<file path="config.mk">
export PLATFORM = sky130hd
export DESIGN_NAME = debounce_multi
export DESIGN_NICKNAME = d
export VERILOG_FILES = /design/src/rtl/debounce_pkg.sv /design/src/rtl/debounce_tick.sv /design/src/rtl/debounce_multi.sv
export SDC_FILE = /design/constraint.sdc
export NUM_CORES = 1
export LEC_CHECK = 0
export ABC_AREA = 1
export CAP_MARGIN = 20
export CORE_MARGIN = 4
export CORE_UTILIZATION = 54
export CTS_BUF_LIST = sky130_fd_sc_hd__clkbuf_4 sky130_fd_sc_hd__clkbuf_8
export DETAILED_ROUTE_END_ITERATION = 7
export HOLD_SLACK_MARGIN = 0.12
export PLACE_DENSITY = 0.77
export SLEW_MARGIN = 20
export SYNTH_ARGS = -nofsm -noshare
export SYNTH_HDL_FRONTEND = slang
export SYNTH_SLANG_ARGS = --single-unit
</file>
<file path="constraint.sdc">
create_clock -name clk -period 1.8 [get_ports clk]
set_clock_uncertainty 0.15 [all_clocks]
set_input_delay 0.18 -clock clk [delete_from_list [all_inputs] [get_ports clk]]
set_output_delay 0.18 -clock clk [all_outputs]
set_load 0.01 [all_outputs]
</file>
<file path="src/rtl/debounce_pkg.sv">
// rtl/debounce_pkg.sv - shared defaults and width helper for the debouncer family
package debounce_pkg;

    localparam int DEB_TICK_DIV_DEFAULT   = 250000;
    localparam int DEB_STABLE_CNT_DEFAULT = 4;

    // Counter width for values 0..value-1, never narrower than one bit
    function automatic int clog2_min1(input int value);
        return ($clog2(value) < 1) ? 1 : $clog2(value);
    endfunction

endpackage

</file>
<file path="src/rtl/debounce_tick.sv">
// rtl/debounce_tick.sv - clock-enable tick generator, one strobe every TICK_DIV enabled cycles
module debounce_tick
    import debounce_pkg::*;
#(
    parameter int TICK_DIV = DEB_TICK_DIV_DEFAULT
) (
    input  logic clk,
    input  logic rst,
    input  logic en,
    output logic tick
);

    localparam int            CW   = clog2_min1(TICK_DIV);
    localparam logic [CW-1:0] LAST = CW'(TICK_DIV - 1);

    logic [CW-1:0] cnt;
    logic [CW-1:0] cnt_next;
    logic          at_last;

    // Next divider value: advance and wrap only while enabled, otherwise hold
    always_comb begin
        cnt_next = cnt;
        if (en) begin
            cnt_next = (cnt == LAST) ? '0 : cnt + CW'(1);
        end
    end

    // at_last is a registered copy of (cnt == LAST) so the strobe needs no compare after the flops
    always_ff @(posedge clk or posedge rst) begin
        if (rst) begin
            cnt     <= '0;
            at_last <= 1'b0;
        end else begin
            cnt     <= cnt_next;
            at_last <= (cnt_next == LAST);
        end
    end

    // Gating by en keeps the strobe low on every disabled cycle, even while parked at LAST
    assign tick = at_last & en;

endmodule

</file>
<file path="src/rtl/debounce_multi.sv">
// rtl/debounce_multi.sv - N-channel debouncer with synchronisers, stability counters and edge pulses
module debounce_multi
    import debounce_pkg::*;
#(
    parameter int   N_CH        = 4,
    parameter int   TICK_DIV    = DEB_TICK_DIV_DEFAULT,
    parameter int   STABLE_CNT  = DEB_STABLE_CNT_DEFAULT,
    parameter logic RESET_LEVEL = 1'b0
) (
    input  logic            clk,
    input  logic            rst,
    input  logic            en,
    input  logic [N_CH-1:0] pb_in,
    output logic [N_CH-1:0] pb_level,
    output logic [N_CH-1:0] pb_rise,
    output logic [N_CH-1:0] pb_fall,
    output logic            sample_tick
);

    localparam int            SW    = clog2_min1(STABLE_CNT + 1);
    localparam logic [SW-1:0] SLAST = SW'(STABLE_CNT - 1);

    logic [N_CH-1:0] sync_a;
    logic [N_CH-1:0] sync_b;

    // Two-stage synchroniser, runs every cycle regardless of en; reset to idle level so release is quiet
    always_ff @(posedge clk or posedge rst) begin
        if (rst) begin
            sync_a <= {N_CH{RESET_LEVEL}};
            sync_b <= {N_CH{RESET_LEVEL}};
        end else begin
            sync_a <= pb_in;
            sync_b <= sync_a;
        end
    end

    debounce_tick #(
        .TICK_DIV (TICK_DIV)
    ) u_tick (
        .clk  (clk),
        .rst  (rst),
        .en   (en),
        .tick (sample_tick)
    );

    for (genvar g = 0; g < N_CH; g++) begin : g_ch
        logic [SW-1:0] stab_cnt;
        logic          lvl_q;
        logic          rise_q;
        logic          fall_q;

        // On each tick: a matching sample restarts acceptance, STABLE_CNT differing samples in a row flip the level
        always_ff @(posedge clk or posedge rst) begin
            if (rst) begin
                stab_cnt <= '0;
                lvl_q    <= RESET_LEVEL;
                rise_q   <= 1'b0;
                fall_q   <= 1'b0;
            end else begin
                rise_q <= 1'b0;
                fall_q <= 1'b0;
                if (sample_tick) begin
                    if (sync_b[g] == lvl_q) begin
                        stab_cnt <= '0;
                    end else if (stab_cnt == SLAST) begin
                        lvl_q    <= sync_b[g];
                        stab_cnt <= '0;
                        rise_q   <= sync_b[g];
                        fall_q   <= ~sync_b[g];
                    end else begin
                        stab_cnt <= stab_cnt + SW'(1);
                    end
                end
            end
        end

        assign pb_level[g] = lvl_q;
        assign pb_rise[g]  = rise_q;
        assign pb_fall[g]  = fall_q;
    end

endmodule

</file>
==> results of run 1 <==
-- area by class of cell --
cell class,count,share of cell area [%]
Sequential cell,51,41.37
Clock buffer,5,2.229
Inverter,47,5.713
Multi-Input combinational cell,177,33.06
Timing Repair Buffer,49,14.30
Clock inverter,2,1.216
Tap cell,52,2.107
-- placed cells by master (no fill, tap or decap), drive strengths merged --
master          n
a22o            8
nand3          17
xnor2           7
nand2          61
and2            1
nor3b           1
ha              5
dfrtp          51
nand4           2
o21ai           7
clkdlybuf4s50  18
clkinvlp        1
xor2            5
o21a            4
or2             2
dlygate4sd2     1
inv            47
bufinv          1
buf            29
nor2           53
clkbuf          5
dlygate4sd3     1
a21oi           1
nor3            3
-- cells in the mapped netlist --
cell,number,area (sq um)
dfrtp_1,51,1276
a22o_1,8,70.07
nand4_1,2,12.51
buf_4,13,97.59
nor2_2,1,6.260
nand2_4,2,22.52
or2_2,2,12.51
a21oi_1,1,5.000
nor3_2,1,10.01
nor2_4,3,33.78
nand3_1,16,80.08
xor2_1,4,35.03
nand2_2,2,12.51
nor3_1,2,10.01
nor3b_1,1,7.510
nand3_2,1,10.01
nand2_1,57,214.0
nor2_1,48,180.2
xor2_2,1,16.27
clkbuf_1,1,3.750
o21a_1,4,30.03
xnor2_1,7,61.31
nor2_8,1,20.02
inv_1,47,176.4
and2_1,1,6.260
o21ai_0,4,20.02
ha_1,5,62.56
o21ai_1,3,15.01
-- worst paths after layout --
path	startpoint	to	cells past startpoint
max	u_tick.cnt[1]	u_tick.at_last	10
min	pb_in[1]	sync_a[1]	1
max reg2reg	u_tick.cnt[1]	u_tick.at_last	10
min reg2reg	sync_a[2]	sync_b[2]	0
max in group asynchronous	rst	u_tick.cnt[4]	4
min in group asynchronous	rst	g_ch[3].lvl_q	4
-- flip-flops by register name, summed over array words and instances (netlist names) --
signal,flops
g_ch.stab_cnt,12
u_tick.cnt,18
g_ch.lvl_q,4
g_ch.fall_q,4
sync_a,4
sync_b,4
u_tick.at_last,1
g_ch.rise_q,4
-- worst max-delay path, stage by stage, from the launching register on --
cell and delay, ns:
dfrtp_1 0.37, ha_2 0.20, nand2_2 0.07, nor2_4 0.15
buf_12 0.13, nand3_4 0.08, nor2_4 0.12, a21oi_1 0.10
nor3_2 0.19, nand3_1 0.11, nor2_1 0.10
-- per-stage QoR --
stage          std cells  hold WS (ns)  setup TNS (ns)  cell area (sq um)
3_3_place_gp         370        0.1827         -0.6505               2854
4_1_cts              379        0.1544               0               2982
3_5_place_dp         370        0.1847         -0.8627               2854
5_1_grt              383        0.1613         -0.2438               3088
2_1_floorplan        289       0.06143               0               2507
6_report             383        0.1578        -0.05126               3088
-- layer usage --
layer	up-vias	track usage, %	routed length (um)
li1	960	-	-
met1	919	21.39	2051
met2	37	28.25	2388
met3	9	3.191	178
met4	0	5.245	80
met5	-	0	0
-- cell families (layout without fill, tap and decap cells) --
kind of cell               Yosys count  after routing
DFF                                 51             51
xor gates and xnor gates            12             12
buffers and inverters               61            103
and+or+nand+nor                    140            140
AOI/OAI and AO/OA                   20             20
adders and majority gates            5              5
-- where the power goes --
| part | total [W] | internal, W | switching (W) |
|---|---|---|---|
| combinational | 0.000687 | 0.000311 | 0.000376 |
| clock | 0.000771 | 0.000406 | 0.000365 |
| sequential | 0.00134 | 0.00124 | 0.000108 |
| total | 0.00280 | 0.00195 | 0.000849 |
-- what timing repair did --
item | in CTS | in global routing
setup buffers | 1 | 4
gates cloned | 0 | 0
pin swaps | 0 | 12
gates resized for setup | 2 | 13
setup endpoints to repair | 2 | 3
endpoints found under the hold margin | 51 | 0
hold buffers | 1 | 0
==> flow_metrics.env, run 1 <==
export IMPL_via_per_inst=5.026
export IMPL_grt_remaining_overflow=0
export IMPL_report_final_slew_viol_count=0
export IMPL_seq_area_sq_um=1277
export IMPL_reg2reg_slack_ns=-0.04
export IMPL_die_height_um=76.14
export IMPL_clk_pin_slew_ns=0.09
export IMPL_dp_slack_ns=-0.2207
export IMPL_synth_top_family_by_area="simple AND/OR/NAND/NOR gates"
export IMPL_wirelength_um=4698
export IMPL_synth_compound_area_share_pct=5.589
export IMPL_routabilityCongestion=0.8720
export IMPL_grt_pass1_vias=1893
export IMPL_antenna_cells=0
export IMPL_rsz0062_at_grt="true"
export IMPL_die_area_sq_um=5797
export IMPL_synth_area_sq_um=2507
export IMPL_tightest_slew_ns=0.2821
export IMPL_core_area_sq_um=4414
export IMPL_routed_via_count=1925
export IMPL_nFillCells=333
export IMPL_antenna_found_initial=0
export IMPL_hpwl_um=3342
export IMPL_totalPowerFinal_w=0.002803
export IMPL_setup_ws_ns=-0.04404
export IMPL_dieWidth_um=76.14
export IMPL_io_buffers=19
export IMPL_initial_utilization_pct=56.80
export IMPL_ys_types=28
export IMPL_hp_class="input pin to register"
export IMPL_root_buffer="clkbuf_8"
export IMPL_violations="setup timing"
export IMPL_grt_max_degree=52
export IMPL_setup_viol=2
export IMPL_outcome="finished with violations"
export IMPL_fmax_mhz=542.3
export IMPL_synth_xor_area_share_pct=4.491
export IMPL_synth_simple_gate_area_share_pct=25.45
export IMPL_cp_required_ns=1.89
export IMPL_period_share_pct=102.4
export IMPL_leakage_nw=1.590
export IMPL_peakVddDrop_mv=0.7531
export IMPL_dr_pass1_iters=4
export IMPL_synthesis_nets=301
export IMPL_postRouteAntennaNets=0
export IMPL_end_kind="register"
export IMPL_ys_warn_count=0
export IMPL_cap_violations=0
export IMPL_worst_setup_path_type="register to register"
export IMPL_area_growth_synth_to_final_pct=23.15
export IMPL_drc=0
export IMPL_p_per_area_nw_per_um2=907.7
export IMPL_core_rowCount=24
export IMPL_grt_pass1_wl_um=8073
export IMPL_hold_viol_final=0
export IMPL_layout_drive_gt1_share_pct=18.73
export IMPL_relSlewSlack_pct=81.16
export IMPL_cts_inserted_buffers=5
export IMPL_grt_total_usage_pct=16.64
export IMPL_synthAdderAreaFrac_pct=2.495
export IMPL_synth_mux_area_share_pct=0
export IMPL_cts_buffer_depth=2
export IMPL_insertion_delay_ns=0.30
export IMPL_period_needed_ns=1.844
export IMPL_drtIter0Drc=131
export IMPL_io_pins=20
export IMPL_fin_nets=343
export IMPL_wl_per_cell_um=12.27
export IMPL_syn_inst=289
export IMPL_cp_start_kind="register"
export IMPL_ys_seq_area_share_pct=50.90
export IMPL_final_core_util_pct=69.95
export IMPL_multi_input_area_sq_um=1021
export IMPL_critPathMaxFanout=5
export IMPL_critPathArrivalTime_ns=1.93
export IMPL_syn_mean_instance_area_sq_um=8.676
export IMPL_cts_sinks=51
export IMPL_ys_ff_latch=51
export IMPL_htree_num_levels=2
export IMPL_cts_tree="built"
Note: power is estimated with default switching activity, not from simulation.
==> run 2, diff against run 1 <==
- GPL_TIMING_DRIVEN: not set -> 0
==> run 2 against run 1 <==
  * Largest power group unchanged
  * Combinational power is 6.6% lower
  * Hold slack gained 0.00058 ns
  * Sequential cell count unchanged
  * Final cell count unchanged
  * The flow now finishes without violations
  * Clock-buffer cell count grew 2
  * Critical path depth grew 1
  * Die area unchanged
  * Core utilization up 0.31 points
  * Worst setup slack improved by 0.083 ns
  * Global-route usage up 0.31 points
  * Maximum frequency increased by 4.7%
==> flow_metrics.env, run 2 (synthesized netlist as in run 1, its figures left out) <==
export IMPL_clk_pin_slew_ns=0.08
export IMPL_largest_register_ffs=18
export IMPL_io_buffers=18
export IMPL_switching_share_pct=31.01
export IMPL_tightest_slew_ns=0.5248
export IMPL_wl_per_cell_um=11.80
export IMPL_die_height_um=76.14
export IMPL_cts_sinks=51
export IMPL_insertion_delay_ns=0.30
export IMPL_core_area_sq_um=4414
export IMPL_seqPwrFrac_pct=49.9
export IMPL_hold_viol_final=0
export IMPL_cp_start_kind="register"
export IMPL_cts_tree="built"
export IMPL_drtIter0Drc=65
export IMPL_grt_pass1_wl_um=8204
export IMPL_whs_path_depth=4
export IMPL_reg_largest_list="u_tick.cnt x18, g_ch.stab_cnt x12"
export IMPL_dp_slack_ns=-0.1379
export IMPL_hp_class="input pin to register"
export IMPL_critPathArrivalTime_ns=1.84
export IMPL_peakVddDrop_mv=0.7219
export IMPL_grt_remaining_overflow=0
export IMPL_setup_viol=0
export IMPL_postRouteAntennaNets=0
export IMPL_fin_nets=342
export IMPL_p_int_w=0.001858
export IMPL_r2r_cells=11
export IMPL_routed_via_count=1892
export IMPL_power_frac_comb_pct=23.8
export IMPL_wirelength_um=4520
export IMPL_cp_required_ns=1.88
export IMPL_layout_drive_gt1_share_pct=19.64
export IMPL_grt_max_degree=29
export IMPL_period_needed_ns=1.761
export IMPL_htree_num_levels=2
export IMPL_cts_inserted_buffers=5
export IMPL_antenna_found_initial=0
export IMPL_mostFrequentLayoutCells="54 x nand2_1, 49 x dfrtp_1, 47 x nor2_1"
export IMPL_cap_violations=0
export IMPL_critPathMaxFanout=6
export IMPL_report_final_slew_viol_count=0
export IMPL_root_buffer="clkbuf_8"
export IMPL_outcome="finished, final reports clean"
export IMPL_cts_buffer_depth=2
export IMPL_end_kind="register"
export IMPL_final_common_cell="nand2_1"
export IMPL_drc=0
export IMPL_dieWidth_um=76.14
export IMPL_antenna_cells=0
export IMPL_fmax_mhz=567.8
export IMPL_period_share_pct=97.85
export IMPL_p_switching_w=0.0008352
export IMPL_area_growth_synth_to_final_pct=23.70
export IMPL_die_area_sq_um=5797
export IMPL_p_per_area_nw_per_um2=868.2
export IMPL_grt_pass1_vias=1963
export IMPL_initial_utilization_pct=56.80
export IMPL_largest_register="u_tick.cnt"
export IMPL_hpwl_um=3330
export IMPL_grt_total_usage_pct=16.95
export IMPL_routabilityCongestion=0.9605
export IMPL_finalSetupTns_ns=0
export IMPL_relSlewSlack_pct=64.96
export IMPL_rsz0062_at_grt="true"
export IMPL_io_pins=20
export IMPL_core_rowCount=24
export IMPL_worst_setup_path_type="register to register"
export IMPL_via_per_inst=4.940
export IMPL_dr_pass1_iters=4
export IMPL_clkPwrFrac_pct=26.2
export IMPL_setup_ws_ns=0.03869
export IMPL_leakage_nw=1.614
==> run 2: cell count changes in the layout (fill, tap and decap cells not counted), sizes merged <==
cell | before | now
dlygate4sd2 | 1 | 0
clkbuf | 5 | 7
bufinv | 1 | 0
==> run 2: final timing paths <==
kind,from,slack [ns],end
max in group asynchronous,rst,0.33,sync_a[0]
min in group asynchronous,rst,0.64,g_ch[1].stab_cnt[2]
setup reg to reg,u_tick.cnt[1],0.04,u_tick.at_last
setup / recovery,u_tick.cnt[1],0.04,u_tick.at_last
hold reg to reg,sync_a[2],0.20,sync_b[2]
hold / removal,en,0.16,u_tick.cnt[2]
==> run 2: what timing repair did <==
action,in CTS,in global routing
endpoints found under the hold margin,23,0
resized for setup,13,8
pin swaps,10,7
hold buffers,1,0
setup endpoints to repair,5,6
setup buffers,8,8
==> run 2: cell type report <==
type | count | area [sq um]
Buffer | 13 | 97.59
Timing Repair Buffer | 35 | 339.1
Sequential cell | 51 | 1279
Clock inverter | 1 | 7.507
Tap cell | 52 | 65.06
Inverter | 47 | 176.4
Multi-Input combinational cell | 177 | 1041
Fill cell | 336 | 1313
Clock buffer | 7 | 96.34
==> run 2: routing by layer <==
metal / routed length [um] / up-vias / GRT usage (%)
li1: - / 954 / -
met1: 1928 / 902 / 20.09
met2: 2370 / 26 / 29.97
met3: 135 / 10 / 4.019
met4: 85 / 0 / 5.594
met5: 0 / - / 0
==> run 2: through the flow <==
stage | cell area, sq um | utilization, % | hold WS (ns) | power [W] | cells
after floorplan | 2507 | - | 0.06143 | 0.001744 | 289
after global placement | 2753 | 62.36 | 0.1836 | 0.001834 | 359
after detailed placement | 2773 | 62.81 | 0.1847 | 0.001860 | 360
after CTS | 3007 | 68.11 | 0.1207 | 0.002674 | 375
after global routing | 3102 | 70.27 | 0.1546 | 0.002888 | 383
final | 3102 | 70.27 | 0.1584 | 0.002693 | 383
==> run 2: critical path, stage by stage (launching register included) <==
cell and delay, ns:
dfrtp_1 0.39, ha_4 0.16, nand2_4 0.06, nor2_4 0.19, buf_6 0.14, xnor2_2 0.11, nand2_1 0.06, nor2_1 0.10
nand2_1 0.07, nor2_1 0.10, nand3_1 0.06, nor2_1 0.11
==> run 2: power by group through the flow <==
| stage | Sequential (W) | Clock, W | Combinational (W) |
|---|---|---|---|
| after floorplan | 0.00134 | 0 | 0.000401 |
| after global placement | 0.00136 | 0 | 0.000472 |
| after detailed placement | 0.00137 | 0 | 0.000493 |
| after CTS | 0.00134 | 0.000733 | 0.000603 |
| after global routing | 0.00136 | 0.000783 | 0.000743 |
| final | 0.00134 | 0.000706 | 0.000642 |
==> run 3, diff against run 2 <==
- CORE_UTILIZATION: 54 -> 60
- PLACE_DENSITY: 0.77 -> 0.81
- clock period: 1.8 -> 2.01 ns (I/O delays scaled with it)
==> run 3 against run 2 <==
  * Register-to-register slack improved by 0.13 ns
  * Wire length down 4.4%
  * Clock-buffer cell count down 2
  * Sequential share of layout area grew 2.7 points
  * Worst setup slack improved by 0.13 ns
  * Core utilization grew 1.9 points
  * First-iteration DRC count increased by 43%
  * Largest power group unchanged
  * Maximum frequency decreased by 4.2%
  * Design area is 6.3% lower
  * Critical path type unchanged
  * Hold slack got worse by 0.061 ns
  * Clock power is 3.4% lower
  * Largest cell class unchanged
==> flow_metrics.env, run 3 (synthesized netlist as in run 1, its figures left out) <==
export IMPL_drtIter0Drc=93
export IMPL_io_buffers=18
export IMPL_outcome="finished, final reports clean"
export IMPL_cts_tree="built"
export IMPL_io_pins=20
export IMPL_tightest_slew_ns=0.5098
export IMPL_cts_buffer_depth=2
export IMPL_grt_pass1_wl_um=7859
export IMPL_cp_required_ns=2.09
export IMPL_slowest_delay_ns=0.42
export IMPL_antenna_found_initial=0
export IMPL_clk_pin_slew_ns=0.09
export IMPL_placed_area_sq_um=2770
export IMPL_fmax_mhz=544.1
export IMPL_dr_pass1_iters=4
export IMPL_cts_sinks=51
export IMPL_seqPwrFrac_pct=51.9
export IMPL_p_int_w=0.001634
export IMPL_critPathSlowestCell="dfrtp_2"
export IMPL_dieWidth_um=72.65
export IMPL_hp_class="input pin to async pin"
export IMPL_clkPwrFrac_pct=29.2
export IMPL_wl_per_cell_um=11.81
export IMPL_postRouteAntennaNets=0
export IMPL_wirelength_um=4321
export IMPL_die_height_um=72.65
export IMPL_worst_setup_path_type="register to register"
export IMPL_reg_largest_list="u_tick.cnt x18, g_ch.stab_cnt x12"
export IMPL_finalSetupTns_ns=0
export IMPL_core_area_sq_um=4029
export IMPL_post_cts_setup_buffers=0
export IMPL_period_share_pct=91.43
export IMPL_insertion_delay_ns=0.30
export IMPL_leakage_nw=1.504
export IMPL_largest_register_ffs=18
export IMPL_root_buffer="clkbuf_8"
export IMPL_final_core_util_pct=72.14
export IMPL_totalPowerFinal_w=0.002333
export IMPL_routed_via_count=1825
export IMPL_initial_utilization_pct=62.24
export IMPL_critPathMaxFanout=6
export IMPL_peakVddDrop_mv=0.8730
export IMPL_p_switching_w=0.0006984
export IMPL_area_growth_synth_to_final_pct=15.92
export IMPL_via_per_inst=4.986
export IMPL_grt_total_usage_pct=18.97
export IMPL_layout_drive_gt1_share_pct=12.66
export IMPL_nFillCells=310
export IMPL_path_cells="ha_1, nand2_2, nor2_4, nand3_2, nor2_2, nand3_1, xor2_1, nand3_1, nor2_1"
export IMPL_core_rowCount=23
export IMPL_final_common_cell="nand2_1"
export IMPL_mostFrequentLayoutCells="56 x nand2_1, 50 x dfrtp_1, 48 x nor2_1"
export IMPL_cp_start_kind="register"
export IMPL_drc=0
export IMPL_p_per_area_nw_per_um2=802.5
export IMPL_critPathArrivalTime_ns=1.92
export IMPL_die_area_sq_um=5277
export IMPL_antenna_cells=0
export IMPL_power_frac_comb_pct=18.9
export IMPL_grt_max_degree=28
export IMPL_fin_area_sq_um=2907
export IMPL_report_final_slew_viol_count=0
export IMPL_whs_ns=0.09713
export IMPL_setup_viol=0
export IMPL_cts_inserted_buffers=5
export IMPL_grt_remaining_overflow=0
export IMPL_fin_nets=328
export IMPL_period_needed_ns=1.838
export IMPL_hpwl_um=3315
export IMPL_routabilityCongestion=0.8940
export IMPL_rsz0062_at_grt="false"
export IMPL_end_kind="register"
export IMPL_cp_common_cell="nand3_1"
export IMPL_switching_share_pct=29.94
export IMPL_grt_pass1_vias=1859
export IMPL_largest_register="u_tick.cnt"
export IMPL_relSlewSlack_pct=65.96
export IMPL_htree_num_levels=2
export IMPL_hold_viol_final=0
export IMPL_cap_violations=0
[run 3: power groups by stage]
| stage | Sequential (W) | Clock [W] | Combinational (W) |
|---|---|---|---|
| detailed placement | 0.00123 | 0 | 0.000433 |
| global placement | 0.00122 | 0 | 0.000420 |
| global route | 0.00122 | 0.000755 | 0.000513 |
| CTS | 0.00121 | 0.000708 | 0.000442 |
| floorplan | 0.00120 | 0 | 0.000359 |
| finish | 0.00121 | 0.000682 | 0.000441 |
[run 3: stage by stage]
step	setup slack, ns	cells
floorplan	0.3360	289
global placement	-0.4693	357
detailed placement	0.1141	358
CTS	0.02838	366
global route	0.01587	366
finish	0.1722	366
[run 3: worst paths after layout]
| path | start | end | slack [ns] | cells after the start |
|---|---|---|---|---|
| max | u_tick.cnt[0] | u_tick.at_last | 0.17 | 9 |
| min in group clk | en | u_tick.cnt[1] | 0.16 | 5 |
| max reg2reg | u_tick.cnt[0] | u_tick.at_last | 0.17 | 9 |
| max in group asynchronous | rst | u_tick.cnt[0] | 1.07 | 3 |
| min | rst | g_ch[2].stab_cnt[1] | 0.1 | 2 |
| min reg2reg | sync_a[1] | sync_b[1] | 0.20 | 0 |
[run 3: routing by layer]
metal / global-route usage [%] / wire (um) / vias to the layer above
li1: - / - / 929
met1: 23.17 / 1840 / 852
met2: 33.87 / 2267 / 37
met3: 3.306 / 154 / 7
met4: 6.148 / 59 / 0
met5: 0 / 0 / -
[run 3: timing repair]
action | 4_1_cts | 5_1_grt
resized for setup | 0 | 4
hold endpoints to repair | 1 | 0
hold buffers | 2 | 0
setup endpoints to repair | 1 | 2
gates cloned | 0 | 0
[run 3: layout make-up]
cell class	count	area, sq um	area share (%)
flip-flops and latches	51	1277	43.95
clock inverters	2	37.54	1.291
well taps	50	62.56	2.152
multi-input cells	177	965.9	33.23
repair buffers	21	220.2	7.576
inverters	47	176.4	6.070
plain buffers	13	97.59	3.358
clock buffers	5	68.82	2.368
[run 3: worst max-delay path: cells and delay by family, from the launching register on]
family,cells,cell delay [ns]
flops,1,0.42
simple gates,7,0.81
fa+ha+maj,1,0.20
xor+xnor,1,0.18
